**config.mk**
```make
export PLATFORM = sky130hd
export DESIGN_NAME = pc_redirect_unit_flat
export DESIGN_NICKNAME = d
export VERILOG_FILES = /design/src/rtl/pc_redirect_unit_if.sv /design/src/rtl/pc_redirect_unit.sv /design/src/flat_wrapper.sv
export SDC_FILE = /design/constraint.sdc
export NUM_CORES = 1
export LEC_CHECK = 0
export CAP_MARGIN = 15
export CORE_MARGIN = 3
export CORE_UTILIZATION = 45
export CTS_BUF_LIST = sky130_fd_sc_hd__clkbuf_4 sky130_fd_sc_hd__clkbuf_8 sky130_fd_sc_hd__clkbuf_16
export DETAILED_ROUTE_END_ITERATION = 8
export PLACE_DENSITY = 0.76
export SLEW_MARGIN = 0
export SYNTH_ARGS = -nofsm -noshare
export SYNTH_HDL_FRONTEND = slang
export SYNTH_SLANG_ARGS = --single-unit
```
**constraint.sdc**
```tcl
create_clock -name clk -period 7.3 [get_ports clk]
set_input_delay 0.73 -clock clk [delete_from_list [all_inputs] [get_ports clk]]
set_output_delay 0.73 -clock clk [all_outputs]
set_load 0.02 [all_outputs]
```
**src/rtl/pc_redirect_unit_if.sv**
```systemverilog
// Bundle between the pipeline and the PC redirect unit: EX-stage control-transfer
// inputs plus the fetch address, redirect and flush outputs.
interface pc_redirect_unit_if;
  logic        stall;
  logic        ex_valid;
  logic        ex_is_branch;
  logic        ex_is_jal;
  logic        ex_is_jalr;
  logic        should_branch;
  logic [31:0] ex_pc;
  logic [31:0] ex_imm;
  logic [31:0] ex_rs1;
  logic [31:0] pc;
  logic [31:0] pc_plus4;
  logic        redirect;
  logic        flush;
  logic        misalign_err;

  modport master (
    output stall, ex_valid, ex_is_branch, ex_is_jal, ex_is_jalr, should_branch,
           ex_pc, ex_imm, ex_rs1,
    input  pc, pc_plus4, redirect, flush, misalign_err
  );

  modport slave (
    input  stall, ex_valid, ex_is_branch, ex_is_jal, ex_is_jalr, should_branch,
           ex_pc, ex_imm, ex_rs1,
    output pc, pc_plus4, redirect, flush, misalign_err
  );
endinterface

```
**src/rtl/pc_redirect_unit.sv**
```systemverilog
// Program counter and next-PC selection: redirects fetch on taken EX-stage control
// transfers, flushes the younger slots afterwards and halts on a misaligned target.
module pc_redirect_unit #(
  parameter logic [31:0] RESET_PC    = 32'h0000_0000,
  parameter int          FLUSH_SLOTS = 2
) (
  input logic            clk,
  input logic            rst,
  pc_redirect_unit_if.slave bus
);

  localparam logic [1:0] S_RUN   = 2'd0;
  localparam logic [1:0] S_FLUSH = 2'd1;
  localparam logic [1:0] S_HALT  = 2'd2;

  localparam int CW = $clog2(FLUSH_SLOTS + 1);
  localparam logic [CW-1:0] CNT_LOAD = CW'(FLUSH_SLOTS - 1);
  localparam logic [CW-1:0] CNT_ONE  = CW'(1);
  localparam logic [1:0] S_AFTER_REDIRECT = (FLUSH_SLOTS > 1) ? S_FLUSH : S_RUN;

  logic [1:0]    state;
  logic [CW-1:0] flush_cnt;
  logic [31:0]   pc_q;
  logic          err_q;

  logic [31:0] pc_plus4;
  logic [31:0] jalr_sum;
  logic [31:0] target;
  logic        taken;
  logic        misaligned;

  assign pc_plus4 = pc_q + 32'd4;
  assign jalr_sum = bus.ex_rs1 + bus.ex_imm;

  // jalr wins over jal/branch; jal and branch share the PC-relative target
  assign target = bus.ex_is_jalr ? {jalr_sum[31:1], 1'b0} : (bus.ex_pc + bus.ex_imm);

  assign taken = (state == S_RUN) && bus.ex_valid &&
                 (bus.ex_is_jalr || bus.ex_is_jal || (bus.ex_is_branch && bus.should_branch));
  assign misaligned = (target[1:0] != 2'b00);

  assign bus.pc           = pc_q;
  assign bus.pc_plus4     = pc_plus4;
  assign bus.misalign_err = err_q;
  assign bus.redirect     = !rst && taken && !misaligned;
  assign bus.flush        = !rst && (taken || (state == S_FLUSH) || (state == S_HALT));

  // A redirect moves pc even under stall: the EX instruction is older than any stall cause
  always_ff @(posedge clk) begin
    if (rst) begin
      pc_q      <= RESET_PC;
      state     <= S_RUN;
      flush_cnt <= '0;
      err_q     <= 1'b0;
    end else begin
      case (state)
        S_RUN: begin
          if (taken) begin
            if (misaligned) begin
              err_q <= 1'b1;
              state <= S_HALT;
            end else begin
              pc_q      <= target;
              flush_cnt <= CNT_LOAD;
              state     <= S_AFTER_REDIRECT;
            end
          end else if (!bus.stall) begin
            pc_q <= pc_plus4;
          end
        end
        S_FLUSH: begin
          if (!bus.stall) begin
            pc_q      <= pc_plus4;
            flush_cnt <= flush_cnt - CNT_ONE;
            if (flush_cnt == CNT_ONE) begin
              state <= S_RUN;
            end
          end
        end
        S_HALT: begin
          state <= S_HALT;
        end
        default: begin
          state <= S_RUN;
        end
      endcase
    end
  end

endmodule
```
**src/flat_wrapper.sv**
```systemverilog
// flat-port wrapper written by rule: the top's interface ports become plain ports
module pc_redirect_unit_flat 
#(
  parameter logic [31:0] RESET_PC    = 32'h0000_0000,
  parameter int          FLUSH_SLOTS = 2
)
  (clk, rst, bus_stall, bus_ex_valid, bus_ex_is_branch, bus_ex_is_jal, bus_ex_is_jalr, bus_should_branch, bus_ex_pc, bus_ex_imm, bus_ex_rs1, bus_pc, bus_pc_plus4, bus_redirect, bus_flush, bus_misalign_err);
  pc_redirect_unit_if bus_i ();
  input logic clk;
  input logic rst;
  input wire logic [$bits(bus_i.stall)-1:0] bus_stall;
  input wire logic [$bits(bus_i.ex_valid)-1:0] bus_ex_valid;
  input wire logic [$bits(bus_i.ex_is_branch)-1:0] bus_ex_is_branch;
  input wire logic [$bits(bus_i.ex_is_jal)-1:0] bus_ex_is_jal;
  input wire logic [$bits(bus_i.ex_is_jalr)-1:0] bus_ex_is_jalr;
  input wire logic [$bits(bus_i.should_branch)-1:0] bus_should_branch;
  input wire logic [$bits(bus_i.ex_pc)-1:0] bus_ex_pc;
  input wire logic [$bits(bus_i.ex_imm)-1:0] bus_ex_imm;
  input wire logic [$bits(bus_i.ex_rs1)-1:0] bus_ex_rs1;
  output wire logic [$bits(bus_i.pc)-1:0] bus_pc;
  output wire logic [$bits(bus_i.pc_plus4)-1:0] bus_pc_plus4;
  output wire logic [$bits(bus_i.redirect)-1:0] bus_redirect;
  output wire logic [$bits(bus_i.flush)-1:0] bus_flush;
  output wire logic [$bits(bus_i.misalign_err)-1:0] bus_misalign_err;
  assign bus_i.stall = bus_stall;
  assign bus_i.ex_valid = bus_ex_valid;
  assign bus_i.ex_is_branch = bus_ex_is_branch;
  assign bus_i.ex_is_jal = bus_ex_is_jal;
  assign bus_i.ex_is_jalr = bus_ex_is_jalr;
  assign bus_i.should_branch = bus_should_branch;
  assign bus_i.ex_pc = bus_ex_pc;
  assign bus_i.ex_imm = bus_ex_imm;
  assign bus_i.ex_rs1 = bus_ex_rs1;
  assign bus_pc = bus_i.pc;
  assign bus_pc_plus4 = bus_i.pc_plus4;
  assign bus_redirect = bus_i.redirect;
  assign bus_flush = bus_i.flush;
  assign bus_misalign_err = bus_i.misalign_err;
  pc_redirect_unit #(.RESET_PC(RESET_PC), .FLUSH_SLOTS(FLUSH_SLOTS)) u_core (.clk(clk), .rst(rst), .bus(bus_i));
endmodule
```
==> reports/metrics.csv, run 1 <==
metric,value,unit
Clock Sinks,37,
Seq pwr share,23.4,%
Starting Density,47.1,%
Worst Max-Slew Pin Slew,1100,ps
Gate power share,60.2,%
"Seq/Total Area, Yosys",12.2,%
compound-gate portion of the synthesized area,34.4,%
Hold Crit Depth,1,
arrival time of the worst setup path,3540,ps
syn_nets,1024,
row count,41,
LEAKAGE,3.23,nW
"Cell Area, Synth",6090,um^2
Area after DPL,7880,um^2
Critical Path RT,6570,ps
post-route cell area,8010,um^2
kind of critical path,in -> out,
Pins Over Slew Limit,0,
Tot Pwr,1.24,mW
layout cells sized above 1,3.22,%
Hold Path End,u_core.bus.pc[1]$_SDFFE_PP0P_,
H-tree Lvls,2,
I/O Buffers,170,
period utilization,58.4,%
chip height,122,um
setup TNS,0,ps
Peak VDD IR,105,uV
RSZ-0062 raised after global routing,false,
clk slew on worst S/H paths,50,ps
first-pass GRT wire length,32200,um
routed length per instance,17.4,um
full die area,15000,um^2
Hold Slack,495,ps
vias in the first global route,6325,
clock share of power,16.4,%
die width,122,um
largest family of logic cells by synthesized area,compound AO/OA/AOI/OAI gates,
Layout Nets,1163,
post-synthesis simple-gate area fraction,23.3,%
setup ws final,3030,ps
hold-fix buffer count after cts,0,
number of remaining DRC errors,0,
HP Start,u_core.bus.pc[1]$_SDFFE_PP0P_,
max_slew headroom,26.4,%
cts bufs inserted,5,
number of synthesized flops with an enable pin,0,
Power Density,154,nW/um^2
cts repair resizes,0,
Overflow after GRT,0,
Worst Hold Class,reg -> reg,
Synth Instances,855,
RD Place Congestion,0.918,
post-synthesis register bit count,37,
Max-Cap Viols,0,
R2R Path Start,u_core.bus.pc[6]$_SDFFE_PP0P_,
CORE AREA,12900,um^2
R2R depth,9,
DRT Pass-1 Iters,6,
GRT Util Overall,26.0,%
reg2reg setup slack,4450,ps
CTS tree,done,
ys async rst share,0,%
Peak Freq,234,MHz
skew final,4.59,ps
cell-internal power,0.690,mW
initial antenna violation count,0,
DP Wirelength,16300,um
Crit Path Max Fanout,41,
ant diodes,0,
mean area per synthesized cell,7.13,um^2
Startpoint Class,input port,
xor-xnor portion of the synthesized cell area,11.4,%
Net Switching,0.546,mW
RR Endpoint,u_core.bus.pc[31]$_SDFFE_PP0P_,
setup slack at placement,3090,ps
mux contribution to synthesized area,0.698,%
latest clock arrival within the worst-skew pair,280,ps
CP Capture Type,output pin,
IO Count,171,
Area Overhead vs Synth,31.3,%
largest net degree at the start of global routing,42,
root buf cell,clkbuf_16,
Unique masters post-synth,76,
Post-Synth Adder-Cell Area,13.6,%
most frequent cells in the layout,"170 x clkdlybuf4s50_1, 96 x a21oi_1, 74 x nor2_1",
clk buf depth,2,
Final setup violation count,0,
sw frac,44.2,%
drt initial violations,715,
Synth Warn #,0,
fin crit period,4270,ps
Routed Antenna Nets,0,
"Hold Violations, Final",0,
DR vias,7062,
DR vias/cell,6.06,
fill cell count,1182,
setup bufs post-CTS,0,
dominant synthesized flop cell,dfxtp_1,
"commonest non-fill, non-tap cell in the layout",clkdlybuf4s50_1,
outcome,finished clean,
WL final,20200,um
==> synthesized netlist by cell type, types with 5 or more instances <==
library cell	n	area [um^2]
nand3b_1	6	45.0
or3_1	5	31.3
o211ai_1	5	37.5
dfxtp_1	37	741
and3_1	13	81.3
ha_1	63	788
a21oi_1	97	485
a221oi_1	8	70.1
o21a_1	8	60.1
nor2_1	74	278
a31oi_1	11	68.8
nand3_1	25	125
and4_1	5	43.8
nor2b_1	10	62.6
xor2_1	45	394
clkbuf_1	32	120
a21o_1	31	233
nand2b_1	14	87.6
o221ai_1	6	52.6
o31ai_1	5	37.5
a211oi_1	23	173
a211o_1	8	70.1
nand2_1	67	251
nand4_1	16	100
o21ai_0	60	300
nor3_1	26	130
o21bai_1	7	52.6
xnor2_1	34	298
inv_1	23	86.3
==> how the worst max path moves through the flow <==
stage | startpoint | cells after the start | slack, ps | endpoint
after floorplan | bus_ex_imm[0] | 12 | 4100 | u_core.bus.pc[30]$_SDFFE_PP0P_
after global placement | bus_ex_is_jalr | 10 | 3160 | bus_redirect
after detailed placement | bus_ex_is_jalr | 10 | 3090 | bus_redirect
after CTS | bus_ex_is_jalr | 10 | 3070 | bus_redirect
after global routing | bus_ex_is_jalr | 10 | 2890 | bus_redirect
final | bus_ex_is_jalr | 10 | 3030 | bus_redirect
==> routing by layer <==
| metal | vias up | track usage [%] | share of wire [%] |
|---|---|---|---|
| met3 | 16 | 2.67 | 9.5 |
| met2 | 351 | 38.5 | 42 |
| met4 | 0 | 4.48 | 1.0 |
| met1 | 3220 | 40.7 | 47 |
| met5 | - | 0 | 0 |
| li1 | 3475 | - | - |
==> power by group through the flow <==
stage	combinational, mW	clock (mW)	sequential [mW]
after global placement	0.730	0	0.290
after floorplan	0.438	0	0.300
final	0.744	0.203	0.289
after detailed placement	0.729	0	0.291
after CTS	0.733	0.203	0.287
after global routing	0.803	0.210	0.295
==> flip-flops by register name, indices dropped and copies added, names as in the netlist <==
signal,count
u_core.bus.misalign_err,1
u_core.state,2
u_core.flush_cnt,2
u_core.bus.pc,32
==> cell families (layout without fill, tap and decap cells) <==
kind of cell / Yosys count / after routing
buffers and inverters: 67 / 205
and+or+nand+nor: 284 / 284
AOI/OAI and AO/OA: 319 / 319
adders and majority gates: 65 / 65
DFF: 37 / 37
muxes: 4 / 4
xor gates and xnor gates: 79 / 79
==> critical path, stage by stage <==
cell             delay [ps]
clkdlybuf4s50_1         460
buf_4                   360
a211oi_1                100
nor3b_1                 210
buf_4                   190
nor2b_1                 150
buf_4                   250
nand2_1                 290
nor2_1                  160
clkdlybuf4s50_1         610
==> cell type report <==
| class | count | area [um^2] | area share (%) |
|---|---|---|---|
| timing repair buffer | 176 | 1750 | 21.8 |
| clock inverter | 1 | 5.00 | 0.0625 |
| multi-input combinational | 751 | 5090 | 63.5 |
| sequential | 37 | 741 | 9.25 |
| clock buffer | 5 | 125 | 1.56 |
| inverter | 23 | 86.3 | 1.08 |
| tap | 172 | 215 | 2.69 |
==> per-stage QoR <==
step	cells	util (%)
after floorplan	855	-
after CTS	1165	61.9
after detailed placement	1159	60.9
after global placement	1159	60.9
final	1165	61.9
after global routing	1165	61.9
No activity file was read; power rests on OpenSTA's default activity.
==> run 2, diff against run 1 <==
--- a/config.mk
+++ b/config.mk
@@ -10,7 +10,7 @@
 export CORE_UTILIZATION = 45
 export CTS_BUF_LIST = sky130_fd_sc_hd__clkbuf_4 sky130_fd_sc_hd__clkbuf_8 sky130_fd_sc_hd__clkbuf_16
 export DETAILED_ROUTE_END_ITERATION = 8
-export PLACE_DENSITY = 0.76
+export PLACE_DENSITY = 0.79
 export SLEW_MARGIN = 0
 export SYNTH_ARGS = -nofsm -noshare
 export SYNTH_HDL_FRONTEND = slang
==> constraint.sdc (replaced) <==
create_clock -name clk -period 3.8 [get_ports clk]
set_input_delay 0.38 -clock clk [delete_from_list [all_inputs] [get_ports clk]]
set_output_delay 0.38 -clock clk [all_outputs]
set_load 0.02 [all_outputs]
==> run 2 against run 1 <==
  * Global-route usage is 1.4 points higher
  * Worst hold slack hardly changed
  * Sequential power is 91% higher
  * First-iteration DRC count is 26% higher
  * Worst setup slack worse by 2800 ps
  * Register-to-register slack worse by 3400 ps
  * Die area stayed put
  * Final cell count is 1.4% higher
  * Critical path depth is 3 higher
  * Utilization is 1.3 points higher
  * Combinational power is 99% higher
  * Largest cell class unchanged
  * Largest power group unchanged
==> reports/metrics.csv, run 2 (same netlist as run 1, synthesis figures left out) <==
metric,value,unit,change
arrival time of the worst setup path,3750,ps,was 3540 ps
"commonest non-fill, non-tap cell in the layout",clkdlybuf4s50_1,,unchanged
clk buf depth,2,,unchanged
Routed Antenna Nets,0,,unchanged
kind of critical path,in -> reg,,was in -> out
RSZ-0062 raised after global routing,false,,unchanged
Largest register FFs,32,,unchanged
DR vias,7253,,"was 7,062"
Crit Path Max Fanout,4,,was 41
clk slew on worst S/H paths,60,ps,was 50 ps
largest net degree at the start of global routing,39,,was 42
first-pass GRT wire length,33600,um,"was 32,200 um"
Worst Hold Class,reg -> reg,,unchanged
full die area,15000,um^2,unchanged
row count,41,,unchanged
I/O Buffers,170,,unchanged
most frequent cells in the layout,"170 x clkdlybuf4s50_1, 96 x a21oi_1, 74 x nor2_1",,unchanged
Peak Freq,283,MHz,
Starting Density,47.1,%,unchanged
layout cells sized above 1,4.86,%,was 3.22%
RD Place Congestion,0.935,,was 0.918
Critical Path RT,4020,ps,was 6570 ps
LEAKAGE,3.32,nW,was 3.23 nW
WL final,21100,um,"was 20,200 um"
setup slack at placement,-47.4,ps,was 3090 ps
met2 GRT Util,41.7,%,was 38.5%
Pins Over Slew Limit,0,,unchanged
routed length per instance,17.8,um,was 17.4 um
setup ws final,272,ps,was 3030 ps
vias in the first global route,6588,,"was 6,325"
die width,122,um,unchanged
latest clock arrival within the worst-skew pair,280,ps,about the same
Max-Cap Viols,0,,unchanged
fill cell count,1187,,"was 1,182"
root buf cell,clkbuf_16,,unchanged
Final setup violation count,0,,unchanged
max_slew headroom,48.5,%,was 26.4%
Clock Sinks,37,,unchanged
chip height,122,um,unchanged
Peak VDD IR,203,uV,was 105 uV
cts bufs inserted,5,,unchanged
period utilization,92.9,%,
CORE AREA,12900,um^2,unchanged
DRT Pass-1 Iters,6,,unchanged
DR vias/cell,6.14,,was 6.06
number of remaining DRC errors,0,,unchanged
Overflow after GRT,0,,unchanged
GRT met3 Usage,2.86,%,was 2.67%
CTS tree,done,,unchanged
initial antenna violation count,0,,unchanged
most used routing layer in global routing,met1,,unchanged
Layout Nets,1177,,"was 1,163"
CP Capture Type,register,,was output pin
outcome,finished clean,,unchanged
Power Density,309,nW/um^2,was 154 nW/um^2
M1 GR Usage,42.2,%,was 40.7%
"Hold Violations, Final",0,,unchanged
setup TNS,0,ps,unchanged
drt initial violations,900,,was 715
skew final,3.98,ps,was 4.59 ps
Worst Max-Slew Pin Slew,767,ps,was 1100 ps
fin crit period,3530,ps,
Area Overhead vs Synth,34.1,%,was 31.3%
Startpoint Class,input port,,unchanged
H-tree Lvls,2,,unchanged
GRT Util Overall,27.4,%,was 26.0%
DP Wirelength,16900,um,"was 16,300 um"
ant diodes,0,,unchanged
IO Count,171,,unchanged
==> run 2: cell count changes in the layout (fill, tap and decap cells not counted), sizes merged <==
cell	previous run	this run
clkinv	1	0
bufinv	0	1
buf	6	20
clkbuf	5	7
==> run 2: worst max-delay path, stage by stage <==
cell             delay [ps]
clkdlybuf4s50_1         510
ha_1                    200
inv_1                    60
fa_1                    410
nand2b_1                190
a21oi_1                 280
o21ai_1                 220
and3b_1                 250
o31a_1                  330
o221ai_2                270
a2111oi_0               180
or3_1                   370
nand3_1                  80
==> run 2: through the flow <==
stage / std cells / cell area, um^2 / utilization (%) / hold WS, ps / power [mW]
3_3_place_gp: 1173 / 7990 / 61.8 / 458 / 1.99
4_1_cts: 1181 / 8170 / 63.2 / 487 / 2.50
5_1_grt: 1181 / 8180 / 63.2 / 519 / 2.67
3_5_place_dp: 1173 / 7990 / 61.8 / 479 / 2.00
6_report: 1181 / 8180 / 63.2 / 495 / 2.53
2_1_floorplan: 855 / 6090 / - / 450 / 1.42
==> run 2: what timing repair did <==
action / CTS / global route
hold buffers: 0 / 0
endpoints found under the setup margin: 0 / 2
resized for setup: 0 / 1
hold endpoints to repair: 0 / 0
setup buffers: 0 / 0
==> run 2: final timing paths <==
check	start	slack, ps	end	depth (start not counted)
min reg2reg	u_core.bus.pc[0]$_SDFFE_PP0P_	500	u_core.bus.pc[0]$_SDFFE_PP0P_	1
max	bus_ex_imm[0]	270	u_core.bus.pc[30]$_SDFFE_PP0P_	13
min	u_core.bus.pc[0]$_SDFFE_PP0P_	500	u_core.bus.pc[0]$_SDFFE_PP0P_	1
max reg2reg	u_core.bus.pc[7]$_SDFFE_PP0P_	1030	u_core.bus.pc[31]$_SDFFE_PP0P_	9
==> run 2: layout make-up <==
class / instances / area (um^2) / share of cell area (%)
clock buffer: 7 / 146 / 1.79
timing repair buffer: 190 / 1860 / 22.8
multi-input combinational: 751 / 5090 / 62.3
clock inverter: 1 / 30.0 / 0.367
inverter: 23 / 86.3 / 1.06
tap: 172 / 215 / 2.63
sequential: 37 / 741 / 9.06
==> run 2: layer usage <==
| layer | vias to the layer above | wire length, um |
|---|---|---|
| met3 | 20 | 2120 |
| li1 | 3522 | - |
| met2 | 404 | 9040 |
| met5 | - | 0 |
| met4 | 0 | 245 |
| met1 | 3307 | 9660 |
==> run 2: where the power goes <==
part           switching, mW  leakage [nW]  internal (mW)
Sequential             0.108         0.304          0.444
Combinational          0.807          2.93          0.673
Clock                  0.162        0.0875          0.335
Total                   1.08          3.32           1.45
